**src/rtl/regfile_wb_ctrl_pkg.sv**
```systemverilog
// Shared constants and types for the register-file write-back controller.
package regfile_wb_ctrl_pkg;

  localparam int DEF_XLEN       = 32;
  localparam int DEF_FIFO_DEPTH = 2;
  localparam int REG_ADDR_W     = 5;
  localparam int NUM_REGS       = 32;

  // Source feeding the write stage in a given cycle
  typedef enum logic [1:0] {
    SRC_NONE = 2'd0,
    SRC_ALU  = 2'd1,
    SRC_FIFO = 2'd2
  } wb_src_e;

  // x0 is hardwired to zero: never written, never busy, never forwarded
  function automatic logic rd_nonzero(input logic [REG_ADDR_W-1:0] rd);
    return rd != '0;
  endfunction

endpackage

```
**src/rtl/regfile_wb_ctrl_fifo.sv**
```systemverilog
// Small synchronous FIFO buffering long-latency {rd,data} results.
module regfile_wb_ctrl_fifo #(
  parameter int WIDTH = 37,
  parameter int DEPTH = 2
) (
  input  logic             clk,
  input  logic             rst,
  input  logic             push,
  input  logic             pop,
  input  logic [WIDTH-1:0] din,
  output logic [WIDTH-1:0] head,
  output logic             full,
  output logic             empty
);

  localparam int PTR_W = (DEPTH > 1) ? $clog2(DEPTH) : 1;

  logic [WIDTH-1:0] mem_q [DEPTH];
  logic [WIDTH-1:0] mem_d [DEPTH];
  logic [PTR_W-1:0] wr_ptr_q, wr_ptr_d;
  logic [PTR_W-1:0] rd_ptr_q, rd_ptr_d;
  logic [PTR_W:0]   count_q, count_d;
  logic             do_push, do_pop;

  assign full    = (count_q == (PTR_W+1)'(DEPTH));
  assign empty   = (count_q == '0);
  assign head    = mem_q[rd_ptr_q];
  assign do_push = push && !full;
  assign do_pop  = pop && !empty;

  // Next-state for pointers, occupancy and storage; pointers wrap since DEPTH is a power of 2
  always_comb begin
    mem_d    = mem_q;
    wr_ptr_d = wr_ptr_q;
    rd_ptr_d = rd_ptr_q;
    count_d  = count_q;
    if (do_push) begin
      mem_d[wr_ptr_q] = din;
      wr_ptr_d        = wr_ptr_q + PTR_W'(1);
    end
    if (do_pop) begin
      rd_ptr_d = rd_ptr_q + PTR_W'(1);
    end
    case ({do_push, do_pop})
      2'b10:   count_d = count_q + (PTR_W+1)'(1);
      2'b01:   count_d = count_q - (PTR_W+1)'(1);
      default: count_d = count_q;
    endcase
  end

  // Control state registers; reset empties the FIFO
  always_ff @(posedge clk) begin
    if (!rst) begin
      wr_ptr_q <= '0;
      rd_ptr_q <= '0;
      count_q  <= '0;
    end else begin
      wr_ptr_q <= wr_ptr_d;
      rd_ptr_q <= rd_ptr_d;
      count_q  <= count_d;
    end
  end

  // Storage needs no reset: contents are only visible when count is non-zero
  always_ff @(posedge clk) begin
    mem_q <= mem_d;
  end

endmodule

```
**src/rtl/regfile_wb_ctrl.sv**
```systemverilog
// Register-file write-port arbiter: ALU results first, buffered long results otherwise,
// with a busy scoreboard for long-op destinations and write-stage forwarding to both read ports.
module regfile_wb_ctrl
  import regfile_wb_ctrl_pkg::*;
#(
  parameter int XLEN       = DEF_XLEN,
  parameter int FIFO_DEPTH = DEF_FIFO_DEPTH
) (
  input  logic                  clk,
  input  logic                  rst,
  input  logic                  alu_valid,
  input  logic [REG_ADDR_W-1:0] alu_rd,
  input  logic [XLEN-1:0]       alu_data,
  input  logic                  lsu_valid,
  output logic                  lsu_ready,
  input  logic [REG_ADDR_W-1:0] lsu_rd,
  input  logic [XLEN-1:0]       lsu_data,
  input  logic                  iss_valid,
  input  logic [REG_ADDR_W-1:0] iss_rd,
  input  logic [REG_ADDR_W-1:0] rs1,
  input  logic [REG_ADDR_W-1:0] rs2,
  input  logic [XLEN-1:0]       rf_q1,
  input  logic [XLEN-1:0]       rf_q2,
  output logic [XLEN-1:0]       fwd_q1,
  output logic [XLEN-1:0]       fwd_q2,
  output logic                  busy_rs1,
  output logic                  busy_rs2,
  output logic                  busy_rd,
  output logic [REG_ADDR_W-1:0] wb_rd,
  output logic                  wb_wen,
  output logic [XLEN-1:0]       wb_data
);

  localparam int ENTRY_W = REG_ADDR_W + XLEN;

  logic                  fifo_push, fifo_pop, fifo_full, fifo_empty;
  logic [ENTRY_W-1:0]    fifo_head;
  logic [REG_ADDR_W-1:0] head_rd;
  logic [XLEN-1:0]       head_data;
  wb_src_e               wb_src;

  logic                  wb_wen_q, wb_wen_d;
  logic [REG_ADDR_W-1:0] wb_rd_q, wb_rd_d;
  logic [XLEN-1:0]       wb_data_q, wb_data_d;
  logic [NUM_REGS-1:0]   sb_q, sb_d;

  // Ready depends only on registered occupancy, so a same-cycle pop does not open a slot
  assign lsu_ready = !fifo_full;
  assign fifo_push = lsu_valid && !fifo_full;
  assign fifo_pop  = (wb_src == SRC_FIFO);
  assign {head_rd, head_data} = fifo_head;

  regfile_wb_ctrl_fifo #(
    .WIDTH(ENTRY_W),
    .DEPTH(FIFO_DEPTH)
  ) u_fifo (
    .clk  (clk),
    .rst  (rst),
    .push (fifo_push),
    .pop  (fifo_pop),
    .din  ({lsu_rd, lsu_data}),
    .head (fifo_head),
    .full (fifo_full),
    .empty(fifo_empty)
  );

  // Write-port arbitration: ALU has strict priority, the FIFO head waits
  always_comb begin
    wb_src = SRC_NONE;
    if (alu_valid) begin
      wb_src = SRC_ALU;
    end else if (!fifo_empty) begin
      wb_src = SRC_FIFO;
    end
  end

  // Write-stage next values; an x0 destination still consumes its slot but never writes
  always_comb begin
    wb_wen_d  = 1'b0;
    wb_rd_d   = wb_rd_q;
    wb_data_d = wb_data_q;
    case (wb_src)
      SRC_ALU: begin
        wb_wen_d  = rd_nonzero(alu_rd);
        wb_rd_d   = alu_rd;
        wb_data_d = alu_data;
      end
      SRC_FIFO: begin
        wb_wen_d  = rd_nonzero(head_rd);
        wb_rd_d   = head_rd;
        wb_data_d = head_data;
      end
      default: ;
    endcase
  end

  // Scoreboard: clear on pop of a long result, issue set applied last so it wins
  always_comb begin
    sb_d = sb_q;
    if (fifo_pop) begin
      sb_d[head_rd] = 1'b0;
    end
    if (iss_valid) begin
      sb_d[iss_rd] = 1'b1;
    end
    sb_d[0] = 1'b0;
  end

  // Write-stage and scoreboard registers; reset drops any in-flight write
  always_ff @(posedge clk) begin
    if (!rst) begin
      wb_wen_q  <= 1'b0;
      wb_rd_q   <= '0;
      wb_data_q <= '0;
      sb_q      <= '0;
    end else begin
      wb_wen_q  <= wb_wen_d;
      wb_rd_q   <= wb_rd_d;
      wb_data_q <= wb_data_d;
      sb_q      <= sb_d;
    end
  end

  assign wb_wen  = wb_wen_q;
  assign wb_rd   = wb_rd_q;
  assign wb_data = wb_data_q;

  // Forward the pending register-file write to both read ports
  assign fwd_q1 = (wb_wen_q && (wb_rd_q == rs1) && rd_nonzero(rs1)) ? wb_data_q : rf_q1;
  assign fwd_q2 = (wb_wen_q && (wb_rd_q == rs2) && rd_nonzero(rs2)) ? wb_data_q : rf_q2;

  assign busy_rs1 = sb_q[rs1];
  assign busy_rs2 = sb_q[rs2];
  assign busy_rd  = sb_q[iss_rd];

endmodule

```
**config.mk**
```make
export PLATFORM = sky130hd
export DESIGN_NAME = regfile_wb_ctrl
export DESIGN_NICKNAME = d
export VERILOG_FILES = /design/src/rtl/regfile_wb_ctrl_pkg.sv /design/src/rtl/regfile_wb_ctrl_fifo.sv /design/src/rtl/regfile_wb_ctrl.sv
export SDC_FILE = /design/constraint.sdc
export NUM_CORES = 1
export LEC_CHECK = 0
export BUFFER_PORTS_ARGS = -buffer_cell sky130_fd_sc_hd__clkbuf_2
export CAP_MARGIN = 20
export CORE_UTILIZATION = 40
export CTS_BUF_LIST = sky130_fd_sc_hd__clkbuf_4
export DETAILED_ROUTE_END_ITERATION = 16
export PLACE_DENSITY_LB_ADDON = 0.05
export SLEW_MARGIN = 20
export SYNTH_ARGS = -nofsm -noshare
export SYNTH_HDL_FRONTEND = slang
export SYNTH_HIERARCHICAL = 1
export SYNTH_SLANG_ARGS = --single-unit
```
**constraint.sdc**
```tcl
create_clock -name clk -period 2.3 [get_ports clk]
set_clock_uncertainty 0.2 [all_clocks]
set_input_delay 0.46 -clock clk [delete_from_list [all_inputs] [get_ports clk]]
set_output_delay 0.46 -clock clk [all_outputs]
set_load 0.01 [all_outputs]
```
Word-level counts from Yosys, hierarchy flattened. Index checks and enable logic that the tools add are counted.

Flip-flop bits (word level): 148. Input bits: 158.

Add/sub/neg operators: 4. $lt $le $gt $ge: 9. Eq/ne operators: 7. Mux-type cells: 26. Bitwise operators: 5. Reductions and logical operators: 19.

Operator list (number): 37-bit two-way mux (4); 32-bit two-way mux (4); 74-bit bitwise mux (1); 32-bit one-hot mux with 2 select lines (1); 37-bit demux with 1-bit select (1); 32-bit bitwise AND (1); 32-bit NOT (1); 32-bit bitwise OR (1); 5-bit by 6-bit less-than comparator with 1-bit output (second input constant) (4); 5-bit nonzero test (4); 1-bit binary-select mux with 5-bit select (3); 1-bit demux with 5-bit select (2); 5-bit == test (2); 5-bit by 1-bit >= comparator with 1-bit output (second input constant) (2); 1-bit logical AND (10); 5-bit one-hot mux with 2 select lines (1); 2-bit == test (second input constant) (3); 1-bit two-way mux (5); 2-bit by 1-bit == test with 1-bit output (second input constant) (2); 2-bit >= comparator (second input constant) (2); 2-bit two-way mux (2); 1-bit NOT with 2-bit output (2); 2-bit one-hot mux with 2 select lines (1); 2-bit nonzero test (2); 7 further kinds (9).

Logic depth before layout (Yosys ltp). Gate-level depths: netlist of run 1.

Depth after elaboration: 13. Depth in mapped cells: 8. Gate-level depth less buffers: 8.

By module. The synthesis of run 1 kept the hierarchy.

Modules (own cells, without submodules): regfile_wb_ctrl (times used 1, cells each 541, area an instance 4867.2 um2, sequential area each 1381.3 um2); regfile_wb_ctrl_fifo (times used 1, cells each 140, area an instance 2862.7 um2, sequential area each 2302.2 um2).

Worst setup path before layout of run 1. No wires, ideal clock.

Path type: input-to-output. From: in rs2[0]. To: out fwd_q2[4]. Arrival time: 1.873 ns. Required time: 1.640 ns. Slack: -0.233 ns. Cell stages on the path: 6. Path buffers: 2. Cell sequence: buf_2 -> nor2_1 -> a211o_1 -> a211oi_4 -> buf_6 -> mux2_1.

Word-level cells in the longest chain between the ends: 4. Elaborated cells between the ends (all ways): 5. Those cells by class: 1 x eq/ne; 1 x mux; 3 x reduce/logical.

Ends and longest elaborated chain: start, declared (RTL line regfile_wb_ctrl.sv:21) `input logic [REG_ADDR_W-1:0] rs2,`; 5-bit == test (RTL line regfile_wb_ctrl.sv:130) `assign fwd_q2 = (wb_wen_q && (wb_rd_q == rs2) && rd_nonzero(rs2)) ? wb_data_q : rf_q2;`; 1-bit logical AND (RTL line regfile_wb_ctrl.sv:130); 1-bit logical AND * (RTL line regfile_wb_ctrl.sv:130); 32-bit two-way mux * (RTL line regfile_wb_ctrl.sv:130); end, declared (RTL line regfile_wb_ctrl.sv:25) `output logic [XLEN-1:0] fwd_q2,`.

Mark *: on every way between the ends. The rest lies on a longest branch, timed or not.

Worst setup path in the final report of run 1.
From: reg wb_rd_q[3], in the netlist wb_rd[3]. To: out fwd_q1[6].

Word-level cells in the longest chain between the ends: 4.

Ends and longest elaborated chain: start, declared (RTL line regfile_wb_ctrl.sv:43) `logic [REG_ADDR_W-1:0] wb_rd_q, wb_rd_d;`; start signal, assigned (RTL line regfile_wb_ctrl.sv:118) `wb_rd_q <= wb_rd_d;`; 5-bit == test (RTL line regfile_wb_ctrl.sv:129) `assign fwd_q1 = (wb_wen_q && (wb_rd_q == rs1) && rd_nonzero(rs1)) ? wb_data_q : rf_q1;`; 1-bit logical AND (2 in series) (RTL line regfile_wb_ctrl.sv:129); 32-bit two-way mux (RTL line regfile_wb_ctrl.sv:129); end, declared (RTL line regfile_wb_ctrl.sv:24) `output logic [XLEN-1:0] fwd_q1,`.

No other way between the ends.

==> results of run 1 <==
[state kept, by name, summed over array words and instances, names as in the netlist]
signal,count
sb_q,31
u_fifo/mem_q,74
u_fifo/rd_ptr_q,1
u_fifo/wr_ptr_q,1
wb_wen,1
wb_rd,5
u_fifo/count_q,2
wb_data,32
[cell usage after synthesis, types with 3 or more instances]
cell type	instances	area share
a21boi_0	31	0.030
a21oi_1	4	0.0026
a22oi_1	7	0.0068
and2_1	37	0.030
and3_1	4	0.0032
and3b_1	3	0.0034
buf_1	3	0.0015
buf_2	15	0.0097
buf_6	3	0.0044
clkbuf_1	20	0.0097
dfxtp_1	73	0.19
edfxtp_1	74	0.29
inv_1	4	0.0019
mux2_1	16	0.023
mux2_2	90	0.13
mux2i_1	51	0.066
mux4_2	15	0.044
nand2_1	79	0.038
nand3_1	11	0.0071
nand3b_1	8	0.0078
nand4_1	3	0.0024
nor2_1	13	0.0063
nor2b_1	6	0.0049
nor3_1	3	0.0019
nor3b_1	4	0.0039
o21ai_0	70	0.045
or3_1	3	0.0024
xnor2_1	10	0.011
[cell families after synthesis]
group | share of synthesized area
xor+xnor | 0.0125
simple gates | 0.119
fa+ha+maj | 0.00162
flops | 0.477
buf+inv | 0.0296
mux | 0.264
compound gates | 0.0968
[per-stage QoR]
step / hold WS (ps) / setup slack, ps / total power [mW] / instance area (um^2)
global placement: 272 / -407 / 5.77 / 9930
detailed placement: 290 / -454 / 5.82 / 9930
finish: 42.6 / -719 / 7.72 / 11500
floorplan: 258 / -172 / 4.89 / 8060
CTS: 2.71 / -769 / 7.71 / 11200
global route: 13.1 / -818 / 8.14 / 11500
[how the worst max path moves through the flow]
stage | from | endpoint | slack (ps)
global route | wb_rd[0] | fwd_q1[14] | -820
detailed placement | rs2[0] | fwd_q2[31] | -450
CTS | wb_rd[4] | fwd_q2[13] | -770
global placement | rs1[3] | fwd_q1[31] | -410
floorplan | rs2[1] | fwd_q2[10] | -170
finish | wb_rd[3] | fwd_q1[6] | -720
[layout make-up]
type | count | area, um^2
antenna | 1 | 2.50
clock buffer | 18 | 135
clock inverter | 14 | 178
tap | 260 | 325
fill | 1581 | 7320
timing repair buffer | 402 | 2930
sequential | 147 | 3720
inverter | 5 | 22.5
multi-input combinational | 486 | 4190
[routing by layer]
| metal | wire (um) | share of wire | vias to the layer above |
|---|---|---|---|
| met1 | 10400 | 0.43 | 3304 |
| met4 | 174 | 0.0072 | 0 |
| met5 | 0 | 0 | - |
| met3 | 1380 | 0.057 | 15 |
| met2 | 12400 | 0.51 | 226 |
| li1 | - | - | 3249 |
[worst max-delay path: cells and delay by family (launching register included)]
| family | cells | cell delay [ps] |
|---|---|---|
| flip-flops | 1 | 400 |
| multiplexers | 1 | 310 |
| AO/OA/AOI/OAI | 2 | 530 |
| buffers and inverters | 4 | 580 |
[timing repair]
action,in CTS,in global routing
setup endpoints to repair,67,67
cloned,5,1
buffers inserted,6,4
endpoints found under the hold margin,104,0
pin swaps,8,5
hold buffers,67,0
resized for setup,46,68
[power breakdown]
part / leakage (nW) / total (mW) / switching, mW / internal [mW]
registers: 1.30 / 3.37 / 0.211 / 3.16
logic: 3.54 / 2.58 / 1.27 / 1.32
clock network: 0.161 / 1.77 / 0.985 / 0.781
==> qor.yml, run 1 <==
status: "finished with violations"
violations: "negative setup slack"
place_hpwl_um: 16500
clk_path_buf_depth: 2
via_per_inst: 5.10
syn_nets: 840
synthCells: 681
synthDistinctLibCells: 46
die_w_um: 141
r2r-start: "u_fifo/rd_ptr_q"
layout_setup_ws_ps: -719
p_per_area_nw_per_um2: 671
cts_tree: "yes"
whs_endpoint: "wb_data[4]"
grt_pass1_vias: 6886
io_pins: 264
crit_type: "reg2out"
antenna_found_initial: 1
slew_violations: 0
critPathLaunchType: "flip-flop"
first_pass_iters: 5
cp-end-kind: "output port"
drc: 0
clkLatencyLatePin_ps: 540
h-tree-depth: 4
mostFrequentLayoutCells: "238 x clkbuf_2, 77 x nand2_1, 74 x edfxtp_1, 70 x o21ai_0"
core_area_um2: 18800
path_cells: "buf_6 -> o41ai_4 -> a211oi_4 -> buf_6 -> clkbuf_16 -> mux2_4 -> buf_6"
drive_above_1_share: 0.492
setup_violations: 67
vias: 6794
clkTransAtPathRegs_ps: 120
met2_usage: 0.438
yosysSeqAreaShare: 0.477
r2r_cells: 5
worst_pin_slew_ps: 728
crit_path_max_fanout: 7
place.gp.congestion: 0.924
worstHoldPathCells: 4
layout.cells.non_filler: 1333
grt_max_degree: 77
row_count: 50
overflow: 0
power.leakage_nw: 5.01
area_growth_pct: 48.9
drtIter0Drc: 361
final_common_cell: "clkbuf_2"
die_h_um: 141
min_from: "alu_data[4]"
fmax_ghz: 0.331
fin_crit_sh: 1.31
die_area_um2: 19900
rsz0062_at_grt: "yes"
wirelength_um: 24300
start_util: 0.410
grt_usage: 0.245
grt_most_used_layer: "met2"
synth-async-reset-ratio: 0
port_buffers: 263
numCtsBuffers: 17
ys_ff_latch: 147
drtAntennaViolNets: 0
reg2reg_slack_ps: 200
yosys_warnings: 6
timing.setup.tns_ps: -44030
min_period_ps: 3020
crit_top_cell: "buf_6"
final_util: 0.611
grt_pass1_wl_um: 37100
use_met1: 0.303
maxCapViolCount: 0
placedCellCount: 1217
synth.avg_cell_area_um2: 11.4
max-slew-margin-rel: 0.515
hold_class: "in2reg"
cts_root_buf: "clkbuf_4"
cp_data_arrival_time_ps: 2360
max_stage_delay_ps: 400
cp_slowest_cell: "dfxtp_4"
synth_ff_type: "edfxtp_1"
hold_viol: 0
cp.required_ps: 1640
ir_worst_vdd_mv: 0.595
r2r-end: "wb_wen"
syn_area_um2: 7730
clock_sinks: 147
routedWlPerCell_um: 18.3
synth_edf_count: 74
layout.nets: 1218
use_met3: 0.0530
No activity file was read; power rests on OpenSTA's default activity.
==> inputs of run 2 (changes only) <==
--- a/config.mk
+++ b/config.mk
@@ -5,6 +5,7 @@
 export SDC_FILE = /design/constraint.sdc
 export NUM_CORES = 1
 export LEC_CHECK = 0
+export ABC_AREA = 1
 export BUFFER_PORTS_ARGS = -buffer_cell sky130_fd_sc_hd__clkbuf_2
 export CAP_MARGIN = 20
 export CORE_UTILIZATION = 40
==> constraint.sdc (replaced) <==
create_clock -name clk -period 3.8 [get_ports clk]
set_clock_uncertainty 0.2 [all_clocks]
set_input_delay 0.76 -clock clk [delete_from_list [all_inputs] [get_ports clk]]
set_output_delay 0.76 -clock clk [all_outputs]
set_load 0.01 [all_outputs]
==> qor.yml, run 2 <==
worstHoldPathCells: 1  # -3
reg2reg_slack_ps: 1310  # +1110 ps
synthCells: 1106  # +62%
synth-async-reset-ratio: 0  # unchanged
min_period_ps: 3360
postLayoutCellArea_um2: 9920  # -14%
synthDistinctLibCells: 31  # -33%
cts-resized-gates: 0  # -100%
r2r-end: "sb_q[17]"
yosysSeqAreaShare: 0.450  # -0.0267
clock_sinks: 147  # unchanged
area_growth_pct: 21.2
synth.avg_cell_area_um2: 7.40  # -35%
slew_violations: 0  # unchanged
ys_ff_latch: 147  # unchanged
p_per_area_nw_per_um2: 395  # -41%
cts_root_buf: "clkbuf_4"
grt_max_degree: 65  # -16%
cp_data_arrival_time_ps: 2400  # +40 ps
hold_buffers: 0  # -100%
cp.required_ps: 2840  # +1200 ps
maxCapViolCount: 0  # unchanged
top_register: "u_fifo/mem_q"
cts_setup_buffers: 0  # -6
vias: 8042  # +18%
h-tree-depth: 4  # unchanged
first_pass_iters: 5  # unchanged
final_common_cell: "nand2_1"
critPathLaunchType: "input pin"
core_area_um2: 19800  # +5.0%
synth_ff_type: "edfxtp_1"
port_buffers: 263  # unchanged
wirelength_um: 27100  # +11%
grt_pass1_vias: 7271  # +5.6%
synth_most_common_cell: "nand2_1"
drc: 0  # unchanged
grt_pass1_wl_um: 41500  # +12%
r2r_cells: 8  # +3
whs_endpoint: "u_fifo/mem_q[42]"
antenna_found_initial: 1  # unchanged
place_hpwl_um: 21000  # +27%
max-slew-margin-rel: 0.293  # -0.222
fmax_ghz: 0.298
ys_top_cells_by_area: "edfxtp_1 27%, dfxtp_1 18%, nand2_1 17%"
clk_path_buf_depth: 2  # unchanged
drive_above_1_share: 0.290  # -0.202
crit_path_max_fanout: 32  # +25
cp-end-kind: "output port"
timing.setup.tns_ps: 0  # +44030 ps
placed_area_um2: 9650  # -2.7%
drtIter0Drc: 740  # +100%
clkTransAtPathRegs_ps: 130  # about the same
drtAntennaViolNets: 0  # unchanged
fin_crit_sh: 0.883
synth_commonest_cells: "372 x nand2_1, 139 x inv_1, 88 x o21ai_0, 74 x edfxtp_1, 73 x dfxtp_1"
ir_worst_vdd_mv: 0.267  # -55%
die_area_um2: 21000  # +5.8%
rsz0062_at_grt: "no"
largest_register_ffs: 74  # unchanged
worst_pin_slew_ps: 1060  # +332 ps
status: "finished, final reports clean"
r2r-start: "u_fifo/rd_ptr_q"
layout.nets: 1515  # +24%
clkLatencyLatePin_ps: 540  # about the same
crit_type: "in2out"
synth_top_area_frac: 0.271  # -0.0161
die_w_um: 145  # +2.9%
numCtsBuffers: 17  # unchanged
hold_class: "in2reg"
syn_nets: 1265  # +51%
grt_usage: 0.256  # +0.0111
start_util: 0.414  # +0.00342
overflow: 0  # unchanged
via_per_inst: 4.92  # -3.5%
syn_area_um2: 8190  # +5.9%
routedWlPerCell_um: 16.6  # -9.2%
io_pins: 264  # unchanged
hold_viol: 0  # unchanged
synth_edf_count: 74  # unchanged
power.leakage_nw: 4.79  # -4.4%
setup_violations: 0  # -100%
die_h_um: 145  # +2.9%
n_fill_cell: 2007  # +27%
synth_top_area_cell: "edfxtp_1"
place.gp.congestion: 0.950  # +2.9%
cts_tree: "yes"
yosys_warnings: 6  # unchanged
mostFrequentLayoutCells: "372 x nand2_1, 263 x clkbuf_2, 139 x inv_1, 88 x o21ai_0, 74 x edfxtp_1"
min_from: "lsu_data[5]"
row_count: 51  # +2.0%
==> run 2: cell count changes after synthesis, moves of 16 or more <==
cell / delta
o21ai_2: +32
nor2_1: +29
nand2_2: +29
inv_1: +135
a21boi_0: -31
nand3_1: +50
and2_1: -37
o21ai_1: +41
mux2i_1: -51
mux2_1: -16
a21oi_1: +36
mux2_2: -90
o21ai_0: +18
nand2_1: +293
==> run 2: cell families (layout without fill, tap and decap cells) <==
family                   after synthesis  count (layout)  synth area share
XOR/XNOR                               2               2           0.00214
buffers and inverters                197             460             0.109
adder cells (fa/ha/maj)                1               1           0.00153
other                                  0               1                 0
AND/OR/NAND/NOR                      533             533             0.278
AO/OA/AOI/OAI                        226             226             0.160
flip-flops                           147             147             0.450
==> run 2: how the worst max path moves through the flow <==
stage,start,depth (start not counted),end
2_1_floorplan,lsu_valid,6,u_fifo/mem_q[37]
3_3_place_gp,rs2[0],8,fwd_q2[29]
3_5_place_dp,rs2[0],8,fwd_q2[29]
4_1_cts,rs2[0],8,fwd_q2[29]
5_1_grt,rs2[0],8,fwd_q2[29]
6_report,rs2[0],8,fwd_q2[29]
==> run 2: area by class of cell <==
class | count | area (um^2) | area share
clock buffers | 18 | 135 | 0.0136
clock inverters | 14 | 131 | 0.0132
repair buffers | 280 | 1460 | 0.147
multi-input cells | 762 | 3620 | 0.365
well taps | 265 | 332 | 0.0334
inverters | 148 | 561 | 0.0565
diodes | 1 | 2.50 | 0.000252
flip-flops and latches | 147 | 3680 | 0.371
==> run 2: stage by stage <==
stage / utilization / hold slack (ps) / std cells / total power, mW / worst slack (ps)
final: 0.502 / 192 / 1635 / 3.92 / 443
after floorplan: - / 250 / 1106 / 2.58 / 491
after global placement: 0.488 / 260 / 1602 / 3.01 / 503
after detailed placement: 0.488 / 267 / 1602 / 3.01 / 446
after CTS: 0.501 / 144 / 1634 / 3.95 / 448
after global routing: 0.502 / 142 / 1635 / 4.14 / 332
==> run 2: metal layers <==
layer / track usage / routed length, um / up-vias
met5: 0 / 0 / -
met4: 0.0911 / 650 / 0
met3: 0.0453 / 2010 / 39
met2: 0.386 / 11900 / 343
met1: 0.367 / 12600 / 3594
li1: - / - / 4066
==> run 2: worst max-delay path, cell delays in order <==
cell      delay [ps]
clkbuf_2         380
o21ai_1          160
nor2_2           170
nand3_4          110
nor2_8           390
nand2_1          180
nand2_1          110
clkbuf_2         130
==> run 2: where the power goes <==
part	switching [mW]	internal, mW
Sequential	0.0807	1.84
Clock	0.604	0.339
Combinational	0.728	0.329
